`src/rtl/shift_reg_univ.sv`:
```
// ---------------------------------------------------------------------------
// shift_reg_univ
//
// Parametrised universal shift register with a counted multi-step engine.
// Single-step modes (hold, shift L/R, load, rotate L/R, arithmetic shift R)
// execute one step per clock edge. A start request in a shifting mode
// latches the mode, the serial inputs and the amount, then runs that many
// steps while busy is high. done pulses for one cycle when the run ends.
//
// Ports
//   clk     : system clock, rising-edge active
//   clear   : asynchronous active-high reset
//   mode    : operation select (000 hold, 001 shr, 010 shl, 011 load,
//             100 rotr, 101 rotl, 110 asr, 111 hold)
//   SL      : serial input entering Q[0] on shift-left
//   SR      : serial input entering Q[WIDTH-1] on shift-right
//   PData   : parallel load data
//   start   : request a multi-step shift of 'amount' positions
//   amount  : step count for start, 0..WIDTH-1
//   Q       : register contents
//   SO_L    : Q[WIDTH-1] (combinational)
//   SO_R    : Q[0] (combinational)
//   busy    : multi-step shift in progress
//   done    : one-cycle pulse when a multi-step shift completes
// ---------------------------------------------------------------------------
module shift_reg_univ #(
    parameter  int WIDTH = 32,
    localparam int AW    = $clog2(WIDTH)
) (
    input  logic             clk,
    input  logic             clear,
    input  logic [2:0]       mode,
    input  logic             SL,
    input  logic             SR,
    input  logic [WIDTH-1:0] PData,
    input  logic             start,
    input  logic [AW-1:0]    amount,
    output logic [WIDTH-1:0] Q,
    output logic             SO_L,
    output logic             SO_R,
    output logic             busy,
    output logic             done
);

    typedef enum logic {
        S_IDLE = 1'b0,
        S_RUN  = 1'b1
    } state_t;

    state_t           r_state;
    logic [WIDTH-1:0] r_q;
    logic [AW-1:0]    r_cnt;
    logic [2:0]       r_mode;
    logic             r_sl;
    logic             r_sr;
    logic             r_busy;
    logic             r_done;

    state_t           w_state_nxt;
    logic [WIDTH-1:0] w_q_nxt;
    logic [AW-1:0]    w_cnt_nxt;
    logic [2:0]       w_mode_nxt;
    logic             w_sl_nxt;
    logic             w_sr_nxt;
    logic             w_busy_nxt;
    logic             w_done_nxt;

    // One step of a shifting mode; any other code (hold, load, reserved)
    // returns the register unchanged so load must be handled by the caller.
    function automatic logic [WIDTH-1:0] f_step(
        input logic [2:0]       m,
        input logic [WIDTH-1:0] q,
        input logic             sl,
        input logic             sr
    );
        logic [WIDTH-1:0] res;
        res = q;
        case (m)
            3'b001:  res = {sr,       q[WIDTH-1:1]};
            3'b010:  res = {q[WIDTH-2:0], sl};
            3'b100:  res = {q[0],     q[WIDTH-1:1]};
            3'b101:  res = {q[WIDTH-2:0], q[WIDTH-1]};
            3'b110:  res = {q[WIDTH-1], q[WIDTH-1:1]};
            default: res = q;
        endcase
        return res;
    endfunction

    // Modes that may be repeated by the multi-step engine.
    function automatic logic f_is_shift(input logic [2:0] m);
        return (m == 3'b001) || (m == 3'b010) || (m == 3'b100) ||
               (m == 3'b101) || (m == 3'b110);
    endfunction

    always_comb begin
        w_state_nxt = r_state;
        w_q_nxt     = r_q;
        w_cnt_nxt   = r_cnt;
        w_mode_nxt  = r_mode;
        w_sl_nxt    = r_sl;
        w_sr_nxt    = r_sr;
        w_busy_nxt  = r_busy;
        w_done_nxt  = 1'b0;

        case (r_state)
            S_IDLE: begin
                w_busy_nxt = 1'b0;
                if (start && f_is_shift(mode)) begin
                    // Q holds on the accepting edge; steps begin next edge.
                    if (amount == '0) begin
                        w_done_nxt = 1'b1;
                    end else begin
                        w_mode_nxt  = mode;
                        w_sl_nxt    = SL;
                        w_sr_nxt    = SR;
                        w_cnt_nxt   = amount;
                        w_busy_nxt  = 1'b1;
                        w_state_nxt = S_RUN;
                    end
                end else if (mode == 3'b011) begin
                    w_q_nxt = PData;
                end else begin
                    w_q_nxt = f_step(mode, r_q, SL, SR);
                end
            end
            S_RUN: begin
                w_q_nxt   = f_step(r_mode, r_q, r_sl, r_sr);
                w_cnt_nxt = r_cnt - 1'b1;
                // Last step: drop busy and raise done on this same edge.
                if (r_cnt == AW'(1)) begin
                    w_busy_nxt  = 1'b0;
                    w_done_nxt  = 1'b1;
                    w_state_nxt = S_IDLE;
                end else begin
                    w_busy_nxt  = 1'b1;
                end
            end
            default: begin
                w_busy_nxt  = 1'b0;
                w_state_nxt = S_IDLE;
            end
        endcase
    end

    always_ff @(posedge clk or posedge clear) begin
        if (clear) begin
            r_state <= S_IDLE;
            r_q     <= '0;
            r_cnt   <= '0;
            r_mode  <= 3'b000;
            r_sl    <= 1'b0;
            r_sr    <= 1'b0;
            r_busy  <= 1'b0;
            r_done  <= 1'b0;
        end else begin
            r_state <= w_state_nxt;
            r_q     <= w_q_nxt;
            r_cnt   <= w_cnt_nxt;
            r_mode  <= w_mode_nxt;
            r_sl    <= w_sl_nxt;
            r_sr    <= w_sr_nxt;
            r_busy  <= w_busy_nxt;
            r_done  <= w_done_nxt;
        end
    end

    assign Q    = r_q;
    assign SO_L = r_q[WIDTH-1];
    assign SO_R = r_q[0];
    assign busy = r_busy;
    assign done = r_done;

endmodule

```
`config.mk`:
```
export PLATFORM = sky130hd
export DESIGN_NAME = shift_reg_univ
export DESIGN_NICKNAME = d
export VERILOG_FILES = /design/src/rtl/shift_reg_univ.sv
export SDC_FILE = /design/constraint.sdc
export NUM_CORES = 1
export LEC_CHECK = 0
export ABC_CLOCK_PERIOD_IN_PS = 3050
export BUFFER_PORTS_ARGS = -buffer_cell sky130_fd_sc_hd__buf_2
export CORE_MARGIN = 1.5
export CORE_UTILIZATION = 55
export DETAILED_ROUTE_END_ITERATION = 8
export MAX_ROUTING_LAYER = met4
export PLACE_DENSITY = 0.93
export SLEW_MARGIN = 20
export SYNTH_ARGS = -nofsm -noshare
export SYNTH_HDL_FRONTEND = slang
export SYNTH_SLANG_ARGS = --single-unit
export TNS_END_PERCENT = 1
```
`constraint.sdc`:
```
create_clock -name clk -period 3.05 [get_ports clk]
set_clock_uncertainty 0.05 [all_clocks]
set_input_delay 0.4575 -clock clk [delete_from_list [all_inputs] [get_ports clk]]
set_output_delay 0.4575 -clock clk [all_outputs]
set_load 0.02 [all_outputs]
```
Yosys cells after proc, flatten, opt, wreduce, memory -nomap -nowiden. Cells that the tools add are included.

Register bits after elaboration: 44. Bits in latches: 0. Bits in writable memories: 0. ROM bits: 0. Input port bits: 45. Output and inout port bits: 36. Word-level logic and storage cells: 58. Memories: 0.

Add/subtract/negate cells: 1. Multipliers: 0. Divide/modulo/power cells: 0. Magnitude comparators: 0. Equal/unequal tests: 21. Shifts and indexed selects: 0. Mux-type cells: 16. Bitwise operators: 2. Reductions and logical operators: 10.

Operators with widths (number): 32-bit case mux with 5 select lines (2); 32-bit two-way mux (2); 32-bit case mux with 2 select lines (1); 3-bit equality test, second input constant (6); 5-bit two-way mux (2); 5-bit case mux with 2 select lines (1); 3-bit by 2-bit equality test with 1-bit output, second input constant (3); 2-bit inequality test, second input constant (4); 7-bit inequality test, second input constant (1); 3-bit by 1-bit equality test with 1-bit output, second input constant (2); 1-bit two-way mux (6); 6-bit by 1-bit inequality test with 1-bit output, second input constant (1); 6-bit inequality test, second input constant (1); 3-bit AND reduction (2); 5-bit by 1-bit equality test with 1-bit output, second input constant (1); 5-bit logical NOT (1); 5-bit by 1-bit inequality test with 1-bit output, second input constant (1); 5-bit AND reduction (1); 5-bit by 1-bit subtractor with 5-bit output, second input constant (1); 1-bit logical OR (4); 1-bit case mux with 2 select lines (2); 3-bit inequality test, second input constant (1); 1-bit inverter (2); 2-bit AND reduction (1); 1-bit logical AND (1).

Logic depth before layout (Yosys ltp). Gate-level depths: netlist (run 1).

Depth after elaboration: 8. Gate-level depth with buffers: 8. Depth with buffers taken out: 5.

Worst setup path before layout (run 1). No wires, ideal clock.

Path kind: register -> register. Start: register busy (netlist name). End: register r_q[14] (netlist: Q[14]). Library setup time: 0.103 ns. Arrival: 1.993 ns. Data required time: 2.897 ns. Slack: 0.903 ns. Cell stages (with the launch flop): 8. Buffers on the path: 4. Clock period less this slack: 2.147 ns. Cell sequence: dfrtp_1 -> clkbuf_1 -> or4_1 -> clkbuf_2 -> and2_4 -> buf_6 -> buf_6 -> o41ai_2.

RTL lines: to (signal assigned) (RTL line 157) `r_q <= w_q_nxt;`; to (decl) (RTL line 51) `logic [WIDTH-1:0] r_q;`.

Final worst setup path (run 1).
Start: register r_mode[0]. End: register r_q[14] (netlist: Q[14]).

Longest elaborated chain between the ends: 3. Elaborated cells between the ends (all ways): 9. Those cells by class: eq/ne (6); mux (2); reduce/logical (1).

RTL lines: from (decl) (RTL line 53) `logic [2:0] r_mode;`; from (signal assigned) (RTL line 159) `r_mode <= w_mode_nxt;`; 3-bit equality test, or another cell as far along (RTL line 78) `case (m)`; 32-bit case mux with 5 select lines / 6-bit by 1-bit inequality test with 1-bit output (equally long branches); 32-bit case mux with 2 select lines / 3-bit AND reduction (equally long branches).

Parallel ways exist; a longest one is shown, timed or not. A chain may end at the register's enable or synchronous reset.

==> results of run 1 <==
==> layer usage <==
layer  up-vias  GRT usage (%)  part of all wire, %
li1       1752              -                    -
met1      1873           41.7                   40
met2       273           50.4                   48
met3        33           5.64                  9.0
met4         0           10.1                  2.4
met5         -              -                    0
==> where the power goes <==
| group | switching (mW) | leakage, nW | internal (mW) |
|---|---|---|---|
| Combinational | 1.90 | 1.19 | 1.43 |
| Sequential | 0.490 | 0.544 | 0.895 |
| Clock | 0.216 | 0.0455 | 0.185 |
| Total | 2.60 | 1.78 | 2.51 |
==> layout by cell type (no fill, tap or decap), types with 3 or more instances in the layout <==
cell	count
buf_2	80
nand3_1	63
dfrtp_1	43
nor3_1	33
nor3b_1	32
o21ai_0	32
a211oi_1	30
and3_1	30
o41ai_2	29
buf_4	10
inv_1	7
nand2_1	7
nor2b_1	7
nor2_1	6
clkbuf_8	6
mux2_1	5
nand2b_1	4
a21oi_1	3
a221o_1	3
o21ai_1	3
a31oi_1	3
a221oi_1	3
==> flip-flops by register name, summed over array words and instances, names as in the netlist <==
name    cells
done        1
r_cnt       5
r_sl        1
busy        1
Q          32
r_mode      3
r_sr        1
==> final cells by class <==
cell class	instances	area, um2	share of cell area (%)
clock buffer	8	90.1	2.17
inverter	8	31.3	0.754
multi-input combinational	326	2330	56.2
sequential	44	1100	26.6
tap	77	96.3	2.32
timing repair buffer	91	495	11.9
==> final timing paths <==
kind / from / endpoint
max: r_mode[0]$_DFFE_PP0P_ / Q[14]$_DFFE_PP0P_
min: clear / done$_DFF_PP0_
max reg2reg: r_mode[0]$_DFFE_PP0P_ / Q[14]$_DFFE_PP0P_
min reg2reg: r_sl$_DFFE_PP0P_ / r_sl$_DFFE_PP0P_
max in group asynchronous: clear / Q[13]$_DFFE_PP0P_
min in group clk: SR / r_sr$_DFFE_PP0P_
==> cells by family after synthesis <==
family | share of synthesized area (%)
buffers and inverters | 7.88
AOI/OAI and AO/OA | 28.9
adders and majority gates | 0.673
xor gates and xnor gates | 0.471
and+or+nand+nor | 30.9
DFF | 29.6
muxes | 1.51
==> per-stage QoR <==
stage	setup slack, ns	hold WS [ns]
floorplan	0.903	0.409
global placement	0.860	0.425
detailed placement	0.767	0.452
CTS	0.803	0.144
global route	0.594	0.165
finish	0.710	0.122
==> flow_summary.json, run 1 <==
{
  "status": "complete, but fails checks",
  "violations": "design-rule violations",
  "rr_worst_depth": 4,
  "reg2reg_slack_ns": 0.71,
  "layout-drive-gt1-share_pct": 28.5,
  "grt_usage_pct": 31.9,
  "initial_core_util_pct": 57.9,
  "cts_resized": 0,
  "crit_type": "reg -> reg",
  "dp_cells": 546,
  "dpl_cell_area_um2": 4060,
  "htreeDepth": 2,
  "n_fill_cell": 545,
  "routed_wl_um": 11000,
  "path_depth": 4,
  "path_buf_inv": 0,
  "slew_headroom_pct": 31.3,
  "avgViaCountPerCell": 7.10,
  "die_h_um": 85.2,
  "synthCells": 434,
  "cts-root-buf": "clkbuf_8",
  "port_buffers": 80,
  "clockBufferDepth": 2,
  "fin_tns_setup_ns": 0,
  "endpoint_kind": "flop",
  "critPathRequiredTime_ns": 3.21,
  "fin_nets": 523,
  "drv_slew": 0,
  "grt_pass1_vias": 3707,
  "vdd_drop_max_uv": 942,
  "ant_nets": 0,
  "cts_tree": "built",
  "n_antenna_cell": 0,
  "layout_min_cycle_time_ns": 2.34,
  "grt_pass1_wl_um": 18300,
  "synth_most_common_cell": "nand3_1",
  "ys_seq_elements": 44,
  "dr.pass1.iters": 8,
  "tightest_slew_ns": 1.03,
  "timing_hold_violations_final": 0,
  "drc": 4,
  "num_vias": 3931,
  "routabilityCongestion": 0.978,
  "crit_family": "simple AND/OR/NAND/NOR gates",
  "maxCapViolCount": 0,
  "finalSetupViolCount": 0,
  "grt_setup_unrepaired": "no",
  "synth_edf_count": 0,
  "area_growth_pct": 11.6,
  "synth.distinct_cells": 49,
  "fin_crit_sh_pct": 76.7,
  "post_cts_buffers": 0,
  "grt_start_max_net_pins": 45,
  "synth_top_area_share_pct": 29.6,
  "yosys-top-cells-area": "dfrtp_1 30%, o41ai_2 13%, nand3_1 8.5%",
  "p_leak_nw": 1.78,
  "wl_per_cell_um": 19.9,
  "totalPowerFinal_mw": 5.12,
  "antenna_found_initial": 0,
  "drtIter0Drc": 544,
  "critical-path-max-stage-delay_ns": 0.86,
  "holdBufCountCts": 0,
  "synth_common_cells": "63 x nand3_1, 45 x clkbuf_1, 44 x dfrtp_1, 34 x nor3b_1, 33 x nor3_1",
  "clock.fmax_mhz": 427,
  "placementRows": 29,
  "cts.sinks": 44,
  "ys.flop_type": "dfrtp_1",
  "yosysWarnings": 0,
  "hpwl_um": 7060,
  "async_flop_share_pct": 100,
  "io_pins": 81,
  "postLayoutCellArea_um2": 4150,
  "grt_overflow": 0,
  "seq_area_frac_synth_pct": 29.6,
  "core_area_um2": 6420,
  "fin_cells": 554,
  "numCtsBuffers": 5,
  "powerDensity_nw_per_um2": 1230,
  "setup.worst_path.start_class": "flop",
  "worstPathArrival_ns": 2.50,
  "die_w_um": 85.2,
  "clkSlewWorstSetupHoldPaths_ns": 0.09,
  "final_util_pct": 64.6,
  "worstPathMaxFanout": 31,
  "cp_slowest_cell": "and3b_1",
  "synth.avg_cell_area_um2": 8.57,
  "cp_cell_sequence": "and3b_1, o21ai_0, and3_1, o41ai_2",
  "min_path_type": "in -> async",
  "synth_top_area_cell": "dfrtp_1",
  "die_area_um2": 7260,
  "clk_latency_ns": 0.31,
  "syn_area_um2": 3720,
  "syn-num-nets": 481
}
Note: power is estimated with default switching activity, not from simulation.
==> inputs of run 2 (changes only) <==
--- a/config.mk
+++ b/config.mk
@@ -5,7 +5,7 @@
 export SDC_FILE = /design/constraint.sdc
 export NUM_CORES = 1
 export LEC_CHECK = 0
-export ABC_CLOCK_PERIOD_IN_PS = 3050
+export ABC_CLOCK_PERIOD_IN_PS = 2400
 export BUFFER_PORTS_ARGS = -buffer_cell sky130_fd_sc_hd__buf_2
 export CORE_MARGIN = 1.5
 export CORE_UTILIZATION = 55
==> constraint.sdc (replaced) <==
create_clock -name clk -period 2.4 [get_ports clk]
set_clock_uncertainty 0.05 [all_clocks]
set_input_delay 0.36 -clock clk [delete_from_list [all_inputs] [get_ports clk]]
set_output_delay 0.36 -clock clk [all_outputs]
set_load 0.02 [all_outputs]
==> flow_summary.json, run 2 (synthesis gave the netlist of run 1 again) <==
{
  "status": "complete, but fails checks",
  "violations": "design-rule violations",
  "ff_latch_area_um2": 1100,
  "critical-path-max-stage-delay_ns": 0.89,
  "antenna_found_initial": 0,
  "largest_reg_flops": 32,
  "slew_headroom_pct": 32.1,
  "grt_setup_unrepaired": "no",
  "drtIter0Drc": 621,
  "cp_slowest_cell": "and3b_1",
  "grt_overflow": 0,
  "routed_wl_um": 11200,
  "p_int_mw": 3.27,
  "num_vias": 3988,
  "wl_met3_um": 1150,
  "cts_resized": 0,
  "grt_start_max_net_pins": 50,
  "clock.fmax_mhz": 461,
  "avgViaCountPerCell": 7.07,
  "drv_slew": 0,
  "timing_hold_violations_final": 0,
  "tightest_slew_ns": 1.02,
  "cts-root-buf": "clkbuf_8",
  "switchingPower_mw": 3.34,
  "power.share.switching_pct": 50.5,
  "cts.sinks": 44,
  "cts_tree": "built",
  "powerDensity_nw_per_um2": 1570,
  "area_growth_pct": 13.3,
  "power_frac_comb_pct": 67.6,
  "post_cts_buffers": 0,
  "ant_nets": 0,
  "grt_pass1_vias": 3828,
  "layout_min_cycle_time_ns": 2.17,
  "n_antenna_cell": 0,
  "numCtsBuffers": 5,
  "wirelength_met1_um": 4500,
  "pwr-share-seq_pct": 24.8,
  "highest_layer": "met4",
  "dr_wl_met2_um": 5280,
  "routabilityCongestion": 0.913,
  "vdd_drop_max_uv": 1110,
  "fin_nets": 533,
  "clk_latency_ns": 0.30,
  "finalSetupViolCount": 0,
  "core_area_um2": 6420,
  "p_clk_share_pct": 7.6,
  "p_leak_nw": 1.82,
  "min_path_type": "in -> async",
  "clkSlewWorstSetupHoldPaths_ns": 0.09,
  "grt_pass1_wl_um": 18100,
  "fin_tns_setup_ns": 0,
  "wl_per_cell_um": 19.9,
  "layout-drive-gt1-share_pct": 29.8,
  "cp_cell_sequence": "and3b_1, o21ai_0, and3_1, o41ai_2",
  "totalPowerFinal_mw": 6.61,
  "crit_type": "reg -> reg",
  "io_pins": 81,
  "initial_core_util_pct": 57.9,
  "critPathRequiredTime_ns": 2.56,
  "setup.worst_path.start_class": "flop",
  "placementRows": 29,
  "holdBufCountCts": 0,
  "grt_usage_pct": 31.4,
  "clockBufferDepth": 2,
  "multi_input_area_um2": 2330,
  "drc": 4,
  "die_area_um2": 7260,
  "worstPathArrival_ns": 2.33,
  "htreeDepth": 2,
  "fin_crit_sh_pct": 90.4,
  "endpoint_kind": "flop",
  "die_h_um": 85.2,
  "dr.pass1.iters": 9,
  "hpwl_um": 7120,
  "n_fill_cell": 528,
  "port_buffers": 80,
  "layout_commonest_cell": "buf_2",
  "worstPathMaxFanout": 31,
  "layout_common_cells": "80 x buf_2, 63 x nand3_1, 43 x dfrtp_1",
  "maxCapViolCount": 0,
  "die_w_um": 85.2
}
run 2: power by group through the flow:
stage | clock network [mW] | logic [mW] | registers, mW
2_1_floorplan | 0 | 3.22 | 1.80
3_3_place_gp | 0 | 4.21 | 1.60
3_5_place_dp | 0 | 4.41 | 1.62
4_1_cts | 0.501 | 4.42 | 1.61
5_1_grt | 0.525 | 4.81 | 1.68
6_report | 0.504 | 4.47 | 1.64
run 2: critical path, delay by kind of cell (launching register included):
kind	cells	cell delay, ns
AO/OA/AOI/OAI	2	0.50
flip-flops	1	0.38
AND/OR/NAND/NOR	2	1.14
run 2: layer usage:
layer	global-route usage (%)	up-vias
li1	-	1771
met1	41.3	1878
met2	48.9	294
met3	4.86	45
met4	11.9	0
met5	-	-
run 2: final timing paths:
| path | startpoint | to | slack (ns) | cells past startpoint |
|---|---|---|---|---|
| hold reg to reg | r_sl$_DFFE_PP0P_ | r_sl$_DFFE_PP0P_ | 0.44 | 1 |
| hold / removal | clear | Q[10]$_DFFE_PP0P_ | 0.15 | 3 |
| max in group asynchronous | clear | busy$_DFF_PP0_ | 1.72 | 3 |
| setup reg to reg | r_mode[1]$_DFFE_PP0P_ | Q[30]$_DFFE_PP0P_ | 0.23 | 4 |
| setup / recovery | r_mode[1]$_DFFE_PP0P_ | Q[30]$_DFFE_PP0P_ | 0.23 | 4 |
| min in group clk | SR | r_sr$_DFFE_PP0P_ | 0.24 | 2 |
run 2: stage by stage:
| stage | area, um2 | hold WS (ns) | setup WS (ns) | instances | utilization, % |
|---|---|---|---|---|---|
| after floorplan | 3720 | 0.409 | 0.253 | 434 | - |
| after global placement | 4120 | 0.418 | 0.306 | 556 | 64.2 |
| after detailed placement | 4120 | 0.431 | 0.173 | 556 | 64.2 |
| after CTS | 4210 | 0.170 | 0.224 | 564 | 65.6 |
| after global routing | 4210 | 0.204 | 0.118 | 564 | 65.6 |
| final | 4210 | 0.148 | 0.230 | 564 | 65.6 |
run 2: final cells by class:
class,instances,share of cell area (%)
Sequential cell,44,26.2
Inverter,8,0.713
Multi-Input combinational cell,326,55.4
Tap cell,77,2.29
Timing Repair Buffer,101,13.3
Clock buffer,8,2.14
